$ cat config.mk
export PLATFORM = sky130hd
export DESIGN_NAME = projectile_engine
export DESIGN_NICKNAME = d
export VERILOG_FILES = /design/src/rtl/projectile_engine.sv
export SDC_FILE = /design/constraint.sdc
export NUM_CORES = 1
export LEC_CHECK = 0
export ABC_AREA = 1
export BUFFER_PORTS_ARGS = -buffer_cell sky130_fd_sc_hd__buf_2
export CAP_MARGIN = 20
export CORE_MARGIN = 2
export CORE_UTILIZATION = 45
export DETAILED_ROUTE_END_ITERATION = 12
export GPL_TIMING_DRIVEN = 0
export PLACE_DENSITY = 0.71
export SYNTH_ARGS = -nofsm -noshare
export SYNTH_HDL_FRONTEND = slang
export SYNTH_SLANG_ARGS = --single-unit
export TNS_END_PERCENT = 1
$ cat constraint.sdc
create_clock -name clk_in -period 5 [get_ports clk_in]
set_input_delay 0.5 -clock clk_in [delete_from_list [all_inputs] [get_ports clk_in]]
set_output_delay 0.5 -clock clk_in [all_outputs]
set_load 0.1 [all_outputs]
$ cat src/rtl/projectile_engine.sv
// projectile_engine: N_OBJ-channel projectile tracker with a shared gravity clock,
// per-frame sequential position sweep, launch allocation, and cut/exit reporting.
module projectile_engine #(
    parameter int unsigned N_OBJ       = 4,
    parameter int unsigned X_W         = 11,
    parameter int unsigned Y_W         = 10,
    parameter int unsigned V_W         = 6,
    parameter int unsigned X_MAX       = 1024,
    parameter int unsigned Y_MAX       = 768,
    parameter int unsigned LAUNCH_Y    = 700,
    parameter int unsigned GRAV_PERIOD = 10,
    parameter int unsigned GRAV_STEP   = 2
) (
    input  logic                   clk_in,
    input  logic                   rst_n_in,
    input  logic                   frame_tick_in,
    input  logic                   launch_valid_in,
    output logic                   launch_ready_out,
    input  logic [X_W-1:0]         launch_x_in,
    input  logic [V_W-1:0]         launch_vx_in,
    input  logic [V_W-1:0]         launch_vy_in,
    input  logic                   kill_valid_in,
    input  logic [$clog2(N_OBJ)-1:0] kill_idx_in,
    output logic [N_OBJ*X_W-1:0]   obj_x_out,
    output logic [N_OBJ*Y_W-1:0]   obj_y_out,
    output logic [N_OBJ-1:0]       obj_active_out,
    output logic                   exit_valid_out,
    output logic [$clog2(N_OBJ)-1:0] exit_idx_out,
    output logic                   exit_cut_out,
    output logic                   busy_out
);

    localparam int unsigned IDX_W = $clog2(N_OBJ);
    // Signed position math: one guard bit above max(X_W,Y_W)+1
    localparam int unsigned P_W   = ((X_W > Y_W) ? X_W : Y_W) + 2;
    localparam int unsigned S_W   = V_W + 2;
    localparam int unsigned GC_W  = (GRAV_PERIOD > 1) ? $clog2(GRAV_PERIOD) : 1;

    localparam logic signed [P_W-1:0]  NX_LIM = P_W'(X_MAX);
    localparam logic signed [P_W-1:0]  NY_LIM = P_W'(Y_MAX);
    localparam logic signed [S_W-1:0]  G_STEP = S_W'(GRAV_STEP);
    localparam logic signed [S_W-1:0]  V_SAT  = S_W'(2 ** (V_W - 1) - 1);
    localparam logic [GC_W-1:0]        GC_TOP = GC_W'(GRAV_PERIOD - 1);

    // Channel state
    logic [N_OBJ-1:0]         active_q, kill_pend_q;
    logic [X_W-1:0]           x_q  [N_OBJ];
    logic [Y_W-1:0]           y_q  [N_OBJ];
    logic signed [V_W-1:0]    vx_q [N_OBJ];
    logic signed [V_W-1:0]    vy_q [N_OBJ];

    // Next-state copies
    logic [N_OBJ-1:0]         act_n, kp_n;
    logic [X_W-1:0]           x_n  [N_OBJ];
    logic [Y_W-1:0]           y_n  [N_OBJ];
    logic signed [V_W-1:0]    vx_n [N_OBJ];
    logic signed [V_W-1:0]    vy_n [N_OBJ];

    // Sweep / gravity control
    logic                     busy_q, grav_frame_q;
    logic [IDX_W-1:0]         sweep_idx_q;
    logic [GC_W-1:0]          grav_cnt_q;

    logic                     ex_valid_n, ex_cut_n;
    logic [IDX_W-1:0]         ex_idx_n;

    logic                     free_found, retire_found;
    logic [IDX_W-1:0]         free_idx, retire_idx;

    logic signed [P_W-1:0]    nx, ny;
    logic signed [S_W-1:0]    vy_sum;
    logic                     out_of_range;
    logic                     launch_fire;

    // Lowest-index free channel and lowest-index pending kill
    always_comb begin
        free_found   = 1'b0;
        free_idx     = '0;
        retire_found = 1'b0;
        retire_idx   = '0;
        for (int i = int'(N_OBJ) - 1; i >= 0; i--) begin
            if (!active_q[i]) begin
                free_found = 1'b1;
                free_idx   = IDX_W'(i);
            end
            if (kill_pend_q[i]) begin
                retire_found = 1'b1;
                retire_idx   = IDX_W'(i);
            end
        end
    end

    assign launch_ready_out = !busy_q && free_found;
    assign launch_fire      = launch_valid_in && launch_ready_out;

    // Candidate motion for the channel currently addressed by the sweep
    always_comb begin
        nx           = $signed(P_W'(x_q[sweep_idx_q])) + P_W'(vx_q[sweep_idx_q]);
        ny           = $signed(P_W'(y_q[sweep_idx_q])) + P_W'(vy_q[sweep_idx_q]);
        vy_sum       = S_W'(vy_q[sweep_idx_q]) + G_STEP;
        out_of_range = nx[P_W-1] || (nx >= NX_LIM) || ny[P_W-1] || (ny >= NY_LIM);
    end

    // Channel next state: sweep update, kill capture, retirement, launch
    always_comb begin
        act_n      = active_q;
        kp_n       = kill_pend_q;
        x_n        = x_q;
        y_n        = y_q;
        vx_n       = vx_q;
        vy_n       = vy_q;
        ex_valid_n = 1'b0;
        ex_idx_n   = '0;
        ex_cut_n   = 1'b0;

        if (busy_q && active_q[sweep_idx_q] && !kill_pend_q[sweep_idx_q]) begin
            if (out_of_range) begin
                act_n[sweep_idx_q] = 1'b0;
                ex_valid_n         = 1'b1;
                ex_idx_n           = sweep_idx_q;
            end else begin
                x_n[sweep_idx_q] = nx[X_W-1:0];
                y_n[sweep_idx_q] = ny[Y_W-1:0];
                if (grav_frame_q) begin
                    vy_n[sweep_idx_q] = (vy_sum > V_SAT) ? V_W'(V_SAT) : V_W'(vy_sum);
                end
            end
        end

        // A kill that coincides with its channel's exit is dropped
        if (kill_valid_in && active_q[kill_idx_in] && act_n[kill_idx_in]) begin
            kp_n[kill_idx_in] = 1'b1;
        end

        if (!busy_q && retire_found) begin
            act_n[retire_idx] = 1'b0;
            kp_n[retire_idx]  = 1'b0;
            ex_valid_n        = 1'b1;
            ex_idx_n          = retire_idx;
            ex_cut_n          = 1'b1;
        end

        if (launch_fire) begin
            act_n[free_idx] = 1'b1;
            kp_n[free_idx]  = 1'b0;
            x_n[free_idx]   = launch_x_in;
            y_n[free_idx]   = Y_W'(LAUNCH_Y);
            vx_n[free_idx]  = launch_vx_in;
            vy_n[free_idx]  = launch_vy_in;
        end
    end

    // Channel state and exit event registers
    always_ff @(posedge clk_in or negedge rst_n_in) begin
        if (!rst_n_in) begin
            active_q    <= '0;
            kill_pend_q <= '0;
            for (int i = 0; i < int'(N_OBJ); i++) begin
                x_q[i]  <= '0;
                y_q[i]  <= '0;
                vx_q[i] <= '0;
                vy_q[i] <= '0;
            end
            exit_valid_out <= 1'b0;
            exit_idx_out   <= '0;
            exit_cut_out   <= 1'b0;
        end else begin
            active_q       <= act_n;
            kill_pend_q    <= kp_n;
            x_q            <= x_n;
            y_q            <= y_n;
            vx_q           <= vx_n;
            vy_q           <= vy_n;
            exit_valid_out <= ex_valid_n;
            exit_idx_out   <= ex_idx_n;
            exit_cut_out   <= ex_cut_n;
        end
    end

    // Sweep sequencing and gravity counter; ticks during a sweep are ignored
    always_ff @(posedge clk_in or negedge rst_n_in) begin
        if (!rst_n_in) begin
            busy_q       <= 1'b0;
            sweep_idx_q  <= '0;
            grav_frame_q <= 1'b0;
            grav_cnt_q   <= '0;
        end else if (!busy_q) begin
            if (frame_tick_in) begin
                busy_q       <= 1'b1;
                sweep_idx_q  <= '0;
                grav_frame_q <= (grav_cnt_q == GC_TOP);
                grav_cnt_q   <= (grav_cnt_q == GC_TOP) ? '0 : grav_cnt_q + GC_W'(1);
            end
        end else if (sweep_idx_q == IDX_W'(N_OBJ - 1)) begin
            busy_q <= 1'b0;
        end else begin
            sweep_idx_q <= sweep_idx_q + IDX_W'(1);
        end
    end

    // Packed position outputs, channel 0 in the LSBs
    for (genvar g = 0; g < int'(N_OBJ); g++) begin : g_pack
        assign obj_x_out[g*X_W +: X_W] = x_q[g];
        assign obj_y_out[g*Y_W +: Y_W] = y_q[g];
    end

    assign obj_active_out = active_q;
    assign busy_out       = busy_q;

endmodule

==> flow_metrics.tcl, run 1 <==
set metrics [dict create \
    post_drt_wl_per_cell_um 19.27 \
    ctsResizeCount 0 \
    synth_flop_cell "dfrtp_1" \
    critPathArrivalTime_ns 5.17 \
    cap_violations 0 \
    synth.avg_cell_area_um2 7.284 \
    n_fill_cell 1996 \
    drcViolationCount 0 \
    clk_latency_ns 0.44 \
    setup_viol 0 \
    initial_utilization_pct 45.65 \
    synthCells 1264 \
    wirelength_um 32560 \
    slowest_delay_ns 0.59 \
    vias 9453 \
    antenna_found_initial 0 \
    yosysWarningCount 0 \
    crit_buf_inv 7 \
    rows 52 \
    die_y_um 147.0 \
    grt_pass1_wl_um 50060 \
    ctsHoldBuffers 0 \
    cts_tree "yes" \
    path_clk_slew_ns 0.06 \
    critPathMostFrequentCell "nand2_1" \
    cp_slowest_cell "clkbuf_1" \
    n_antenna_cell 0 \
    cp-start-kind "flop" \
    cts.sink_count 152 \
    dp_hpwl_um 23030 \
    gp_congestion 0.9783 \
    cp_top_family "buffers and inverters" \
    root_buffer "clkbuf_16" \
    endpoint_kind "flop" \
    cts_setup_buffers 0 \
    clk_path_buf_depth 2 \
    drtPass1Iterations 6 \
    routed_via_density 5.597 \
    io_pins 124 \
    io_buffer_count 123 \
    gr-usage-all-layers_pct 30.47 \
    worstSetupPathType "reg -> reg" \
    cts_made_buffers 17 \
    grt_max_degree 82 \
    drive_above_1_share_pct 14.87 \
    synth_edf_count 0 \
    postSynth.asyncResetShare_pct 100.0 \
    drt_iter0_drc 886 \
    relSlewSlack_pct 39.10 \
    htreeDepth 4 \
    yosysUniqueCellTypes 51 \
    synthToLayoutAreaGrowth_pct 17.62 \
    period_share_pct 95.99 \
    dieWidth_um 147.0 \
    period_needed_ns 4.799 \
    worst_pin_slew_ns 0.9134 \
    grt_pass1_vias 8720 \
    tns_ns 0 \
    worstPathCellList "inv_2 -> buf_6 -> buf_2 -> clkbuf_1 -> o21ai_0 -> o22ai_1 -> ha_1 -> a21oi_1 -> nor2_1 -> nor2_1 -> nand2_1 -> nand2_1 -> nand2_1 -> a21oi_2 -> nand3_4 -> clkinv_4 -> nand2_8 -> nor2_8 -> nand2_2 -> inv_2 -> nand2_1 -> nand3_1 -> o21ai_0 -> inv_1" \
    clock.fmax_ghz 0.2084 \
    finalHoldViolations 0 \
    status "complete, no violations" \
    ant_nets 0 \
    fp.dieArea_um2 21620 \
    drv_slew 0 \
    cp_max_fo 19 \
    min_path_type "in -> async" \
    seq_area_frac_synth_pct 41.31 \
    synth_seq_cells 152 \
    fin_worst_skew_ns 0.01092 \
    overflow 0 \
    grt_setup_unrepaired "no" \
    core_um2 20170 \
    fin_nets 1467 \
    required_ns 5.37 \
    netlist_area_um2 9208 \
    syn_nets 1325 \
]
[sequential cells by signal, summed over array words and instances (netlist names), 2 cells and up]
signal          flops
obj_active_out      4
vy_q               24
exit_idx_out        2
vx_q               24
obj_y_out          40
sweep_idx_q         2
grav_cnt_q          4
obj_x_out          44
kill_pend_q         4
[cell usage in the layout (no fill, tap or decap), types with 4 or more instances in the layout]
| cell type | netlist | final |
|---|---|---|
| ha_1 | 29 | 29 |
| nand4_1 | 5 | 5 |
| clkbuf_2 | 1 | 4 |
| o21ai_0 | 148 | 148 |
| clkinv_4 | 1 | 4 |
| o211ai_1 | 8 | 8 |
| nand3_1 | 115 | 115 |
| clkbuf_1 | 33 | 29 |
| o22ai_1 | 22 | 22 |
| buf_1 | 6 | 6 |
| xnor2_1 | 6 | 6 |
| o21ai_1 | 28 | 28 |
| a21oi_1 | 59 | 59 |
| buf_2 | 14 | 136 |
| inv_2 | 8 | 8 |
| nor3_1 | 5 | 5 |
| bufinv_16 | 0 | 4 |
| buf_6 | 3 | 4 |
| inv_1 | 141 | 141 |
| o31ai_1 | 4 | 4 |
| clkinv_2 | 3 | 5 |
| nand2_1 | 315 | 315 |
| nor2_1 | 100 | 100 |
| o21bai_1 | 4 | 4 |
| clkbuf_16 | 0 | 17 |
| dfrtp_1 | 152 | 152 |
| xor2_1 | 12 | 12 |
[cell type report]
class | instances | area [µm²] | share of cell area, %
flip-flops and latches | 152 | 3804 | 35.12
repair buffers | 124 | 649.4 | 5.996
well taps | 270 | 337.8 | 3.119
clock inverters | 14 | 196.4 | 1.814
clock buffers | 18 | 439.2 | 4.055
inverters | 155 | 590.6 | 5.453
multi-input cells | 897 | 4536 | 41.88
plain buffers | 59 | 277.8 | 2.565
[Yosys cell counts, types with 4 or more instances]
library cell | instances | share of area [%]
o21ai_0 | 148 | 8.0
o22ai_1 | 22 | 1.5
inv_2 | 8 | 0.33
inv_1 | 141 | 5.7
nor3_1 | 5 | 0.27
o21bai_1 | 4 | 0.33
buf_2 | 14 | 0.76
o31ai_1 | 4 | 0.33
dfrtp_1 | 152 | 41
nor2_1 | 100 | 4.1
a21oi_1 | 59 | 3.2
xnor2_1 | 6 | 0.57
nand3_1 | 115 | 6.3
o21ai_1 | 28 | 1.5
clkbuf_1 | 33 | 1.3
nand4_1 | 5 | 0.34
nand2_1 | 315 | 13
o211ai_1 | 8 | 0.65
xor2_1 | 12 | 1.1
buf_1 | 6 | 0.24
ha_1 | 29 | 3.9
[worst register-to-register path, cell delays in order (launching register included)]
cell and delay [ns]:
dfrtp_1 0.45, inv_2 0.09, buf_6 0.14, buf_2 0.40, clkbuf_1 0.59, o21ai_0 0.28
o22ai_1 0.25, ha_1 0.33, a21oi_1 0.24, nor2_1 0.07, nor2_1 0.13, nand2_1 0.07
nand2_1 0.06, nand2_1 0.08, a21oi_2 0.19, nand3_4 0.16, clkinv_4 0.16, nand2_8 0.09
nor2_8 0.23, nand2_2 0.19, inv_2 0.16, nand2_1 0.07, nand3_1 0.08, o21ai_0 0.10
inv_1 0.10
[per-layer routing]
metal / global-route usage, % / wire, µm
met5: 0 / 0
met2: 47.41 / 14820
met4: 12.50 / 1088
met1: 41.56 / 13370
met3: 6.584 / 3269
[cell families (layout without fill, tap and decap cells)]
logic type | count (synthesis) | after routing | share of synthesized area, %
and+or+nand+nor | 556 | 556 | 25.79
DFF | 152 | 152 | 41.31
adders and majority gates | 31 | 31 | 4.376
AOI/OAI and AO/OA | 290 | 290 | 17.16
buffers and inverters | 215 | 370 | 9.431
muxes | 2 | 2 | 0.2174
xor gates and xnor gates | 18 | 18 | 1.712
[through the flow]
step | instances | utilization, % | area (µm²) | hold WS, ns | setup slack [ns]
after floorplan | 1264 | - | 9208 | 0.2044 | 0.8608
after CTS | 1690 | 53.70 | 10830 | 0.1038 | 0.08025
final | 1689 | 53.70 | 10830 | 0.05890 | 0.2006
after global routing | 1689 | 53.70 | 10830 | 0.1242 | 0.02889
after global placement | 1657 | 50.38 | 10160 | 0.4583 | 0.1599
after detailed placement | 1658 | 50.55 | 10190 | 0.4632 | 0.1610
[path summary, 6_finish.rpt]
check	from	end	slack, ns	cells past startpoint
setup / recovery	sweep_idx_q[0]	vy_q[21]	0.20	24
hold / removal	rst_n_in	vx_q[15]	0.06	1
setup reg to reg	sweep_idx_q[0]	vy_q[21]	0.20	24
hold reg to reg	grav_cnt_q[2]	grav_cnt_q[2]	0.48	1
max in group asynchronous	rst_n_in	obj_y_out[12]	4.10	2
min in group clk_in	launch_vy_in[5]	vy_q[23]	0.31	3
Power of run 1 is left out: the tool's default activity adds up to more than one toggle a clock period on the data nets, which glitch-free logic cannot reach.
==> run 2, diff against run 1 <==
==> constraint.sdc (replaced) <==
create_clock -name clk_in -period 6.1 [get_ports clk_in]
set_input_delay 0.61 -clock clk_in [delete_from_list [all_inputs] [get_ports clk_in]]
set_output_delay 0.61 -clock clk_in [all_outputs]
set_load 0.1 [all_outputs]
==> run 2 against run 1 <==
  * Clock skew rose by 0.00086 ns
  * Critical endpoint unchanged
  * Die area is the same
  * Routed wire length down 0.10%
  * Largest cell class unchanged
  * Setup slack improved by 0.80 ns
  * Cell count about the same
  * Critical path type unchanged
==> flow_metrics.tcl, run 2 (same netlist as run 1, synthesis figures left out) <==
set metrics [dict create \
    status "complete, no violations" \
    grt_setup_unrepaired "no" \
    worst_pin_slew_ns 0.8952 \
    vias 9450 \
    grt_max_degree 82 \
    seq_area_um2 3804 \
    tns_ns 0 \
    grt_pass1_wl_um 50060 \
    ctsHoldBuffers 0 \
    finalHoldViolations 0 \
    rows 52 \
    gp_congestion 0.9783 \
    fin_worst_skew_ns 0.01178 \
    cts_setup_buffers 0 \
    worstSetupPathType "reg -> reg" \
    n_antenna_cell 0 \
    synthToLayoutAreaGrowth_pct 17.62 \
    root_buffer "clkbuf_16" \
    ctsResizeCount 0 \
    period_needed_ns 5.095 \
    cp_max_fo 10 \
    n_fill_cell 1994 \
    die_y_um 147.0 \
    dpl.cell_count 1658 \
    ant_nets 0 \
    drive_above_1_share_pct 14.65 \
    largest_register_ffs 44 \
    final_cell_mix "315 x nand2_1, 152 x dfrtp_1, 148 x o21ai_0, 141 x inv_1, 136 x buf_2" \
    cts_made_buffers 17 \
    fin_cells 1690 \
    cp-start-kind "flop" \
    drt_iter0_drc 930 \
    io_buffer_count 123 \
    layout_commonest_cell "nand2_1" \
    period_share_pct 83.52 \
    post_drt_wl_per_cell_um 19.24 \
    gr-usage-all-layers_pct 30.47 \
    dp_hpwl_um 23030 \
    critPathArrivalTime_ns 5.47 \
    cts_tree "yes" \
    io_pins 124 \
    htreeDepth 4 \
    overflow 0 \
    routed_via_density 5.592 \
    relSlewSlack_pct 40.32 \
    path_clk_slew_ns 0.07 \
    multi_input_area_um2 4536 \
    drcViolationCount 0 \
    min_path_type "in -> async" \
    endpoint_kind "flop" \
    antenna_found_initial 0 \
    clk_path_buf_depth 2 \
    setup_viol 0 \
    required_ns 6.47 \
    fin_nets 1468 \
    initial_utilization_pct 45.65 \
    drv_slew 0 \
    core_um2 20170 \
    cap_violations 0 \
    dieWidth_um 147.0 \
    grt_pass1_vias 8720 \
    drtPass1Iterations 6 \
    cts.sink_count 152 \
    clock.fmax_ghz 0.1963 \
    fp.dieArea_um2 21620 \
    wirelength_um 32520 \
    clk_latency_ns 0.44 \
]
## run 2: area by class of cell
cell class | count | area share (%)
inverter | 155 | 5.453
buffer | 60 | 2.565
clock buffer | 18 | 4.055
multi-input combinational | 897 | 41.88
sequential | 152 | 35.12
tap | 270 | 3.119
clock inverter | 14 | 1.814
timing repair buffer | 124 | 5.996
## run 2: path summary, 6_finish.rpt
kind,from,to,cells after the start,slack [ns]
worst max-delay path,sweep_idx_q[0],vy_q[21],24,1.01
worst min-delay path,rst_n_in,vx_q[15],1,0.18
worst max register to register,sweep_idx_q[0],vy_q[21],24,1.01
worst min register to register,grav_cnt_q[2],grav_cnt_q[2],1,0.48
max in group asynchronous,rst_n_in,obj_y_out[12],2,5.08
min in group clk_in,launch_vy_in[5],vy_q[23],3,0.42
## run 2: stage by stage
| stage | cell area [µm²] | hold slack [ns] | utilization [%] | setup WS, ns |
|---|---|---|---|---|
| 2_1_floorplan | 9208 | 0.3144 | - | 1.961 |
| 3_3_place_gp | 10160 | 0.4583 | 50.38 | 1.260 |
| 3_5_place_dp | 10190 | 0.4632 | 50.55 | 1.261 |
| 4_1_cts | 10830 | 0.2138 | 53.70 | 1.180 |
| 5_1_grt | 10830 | 0.2342 | 53.70 | 0.8499 |
| 6_report | 10830 | 0.1841 | 53.70 | 1.005 |
## run 2: metal layers
metal / global-route usage, % / vias to the layer above / part of all wire (%)
met5: 0 / - / 0
met4: 12.50 / 0 / 3.6
met3: 6.584 / 85 / 10
met2: 47.41 / 562 / 46
met1: 41.56 / 4389 / 41
li1: - / 4414 / -
## run 2: worst max-delay path, stage by stage, from the launching register on
cell and delay (ns):
dfrtp_1 0.46, buf_4 0.24, buf_2 0.24, clkbuf_1 0.59
clkbuf_1 0.58, nor2_1 0.11, o22ai_1 0.26, ha_1 0.36
nand2_1 0.11, nand3_1 0.20, nand3_1 0.12, nand3_1 0.10
nor2_1 0.10, nand2_1 0.06, nand2_1 0.12, nand3_4 0.16
clkinv_4 0.16, nand2_8 0.09, nor2_8 0.23, nand2_2 0.19
inv_2 0.17, nand2_1 0.08, nand3_1 0.08, o21ai_0 0.10
inv_1 0.10
Power of run 2 is left out for the same reason.
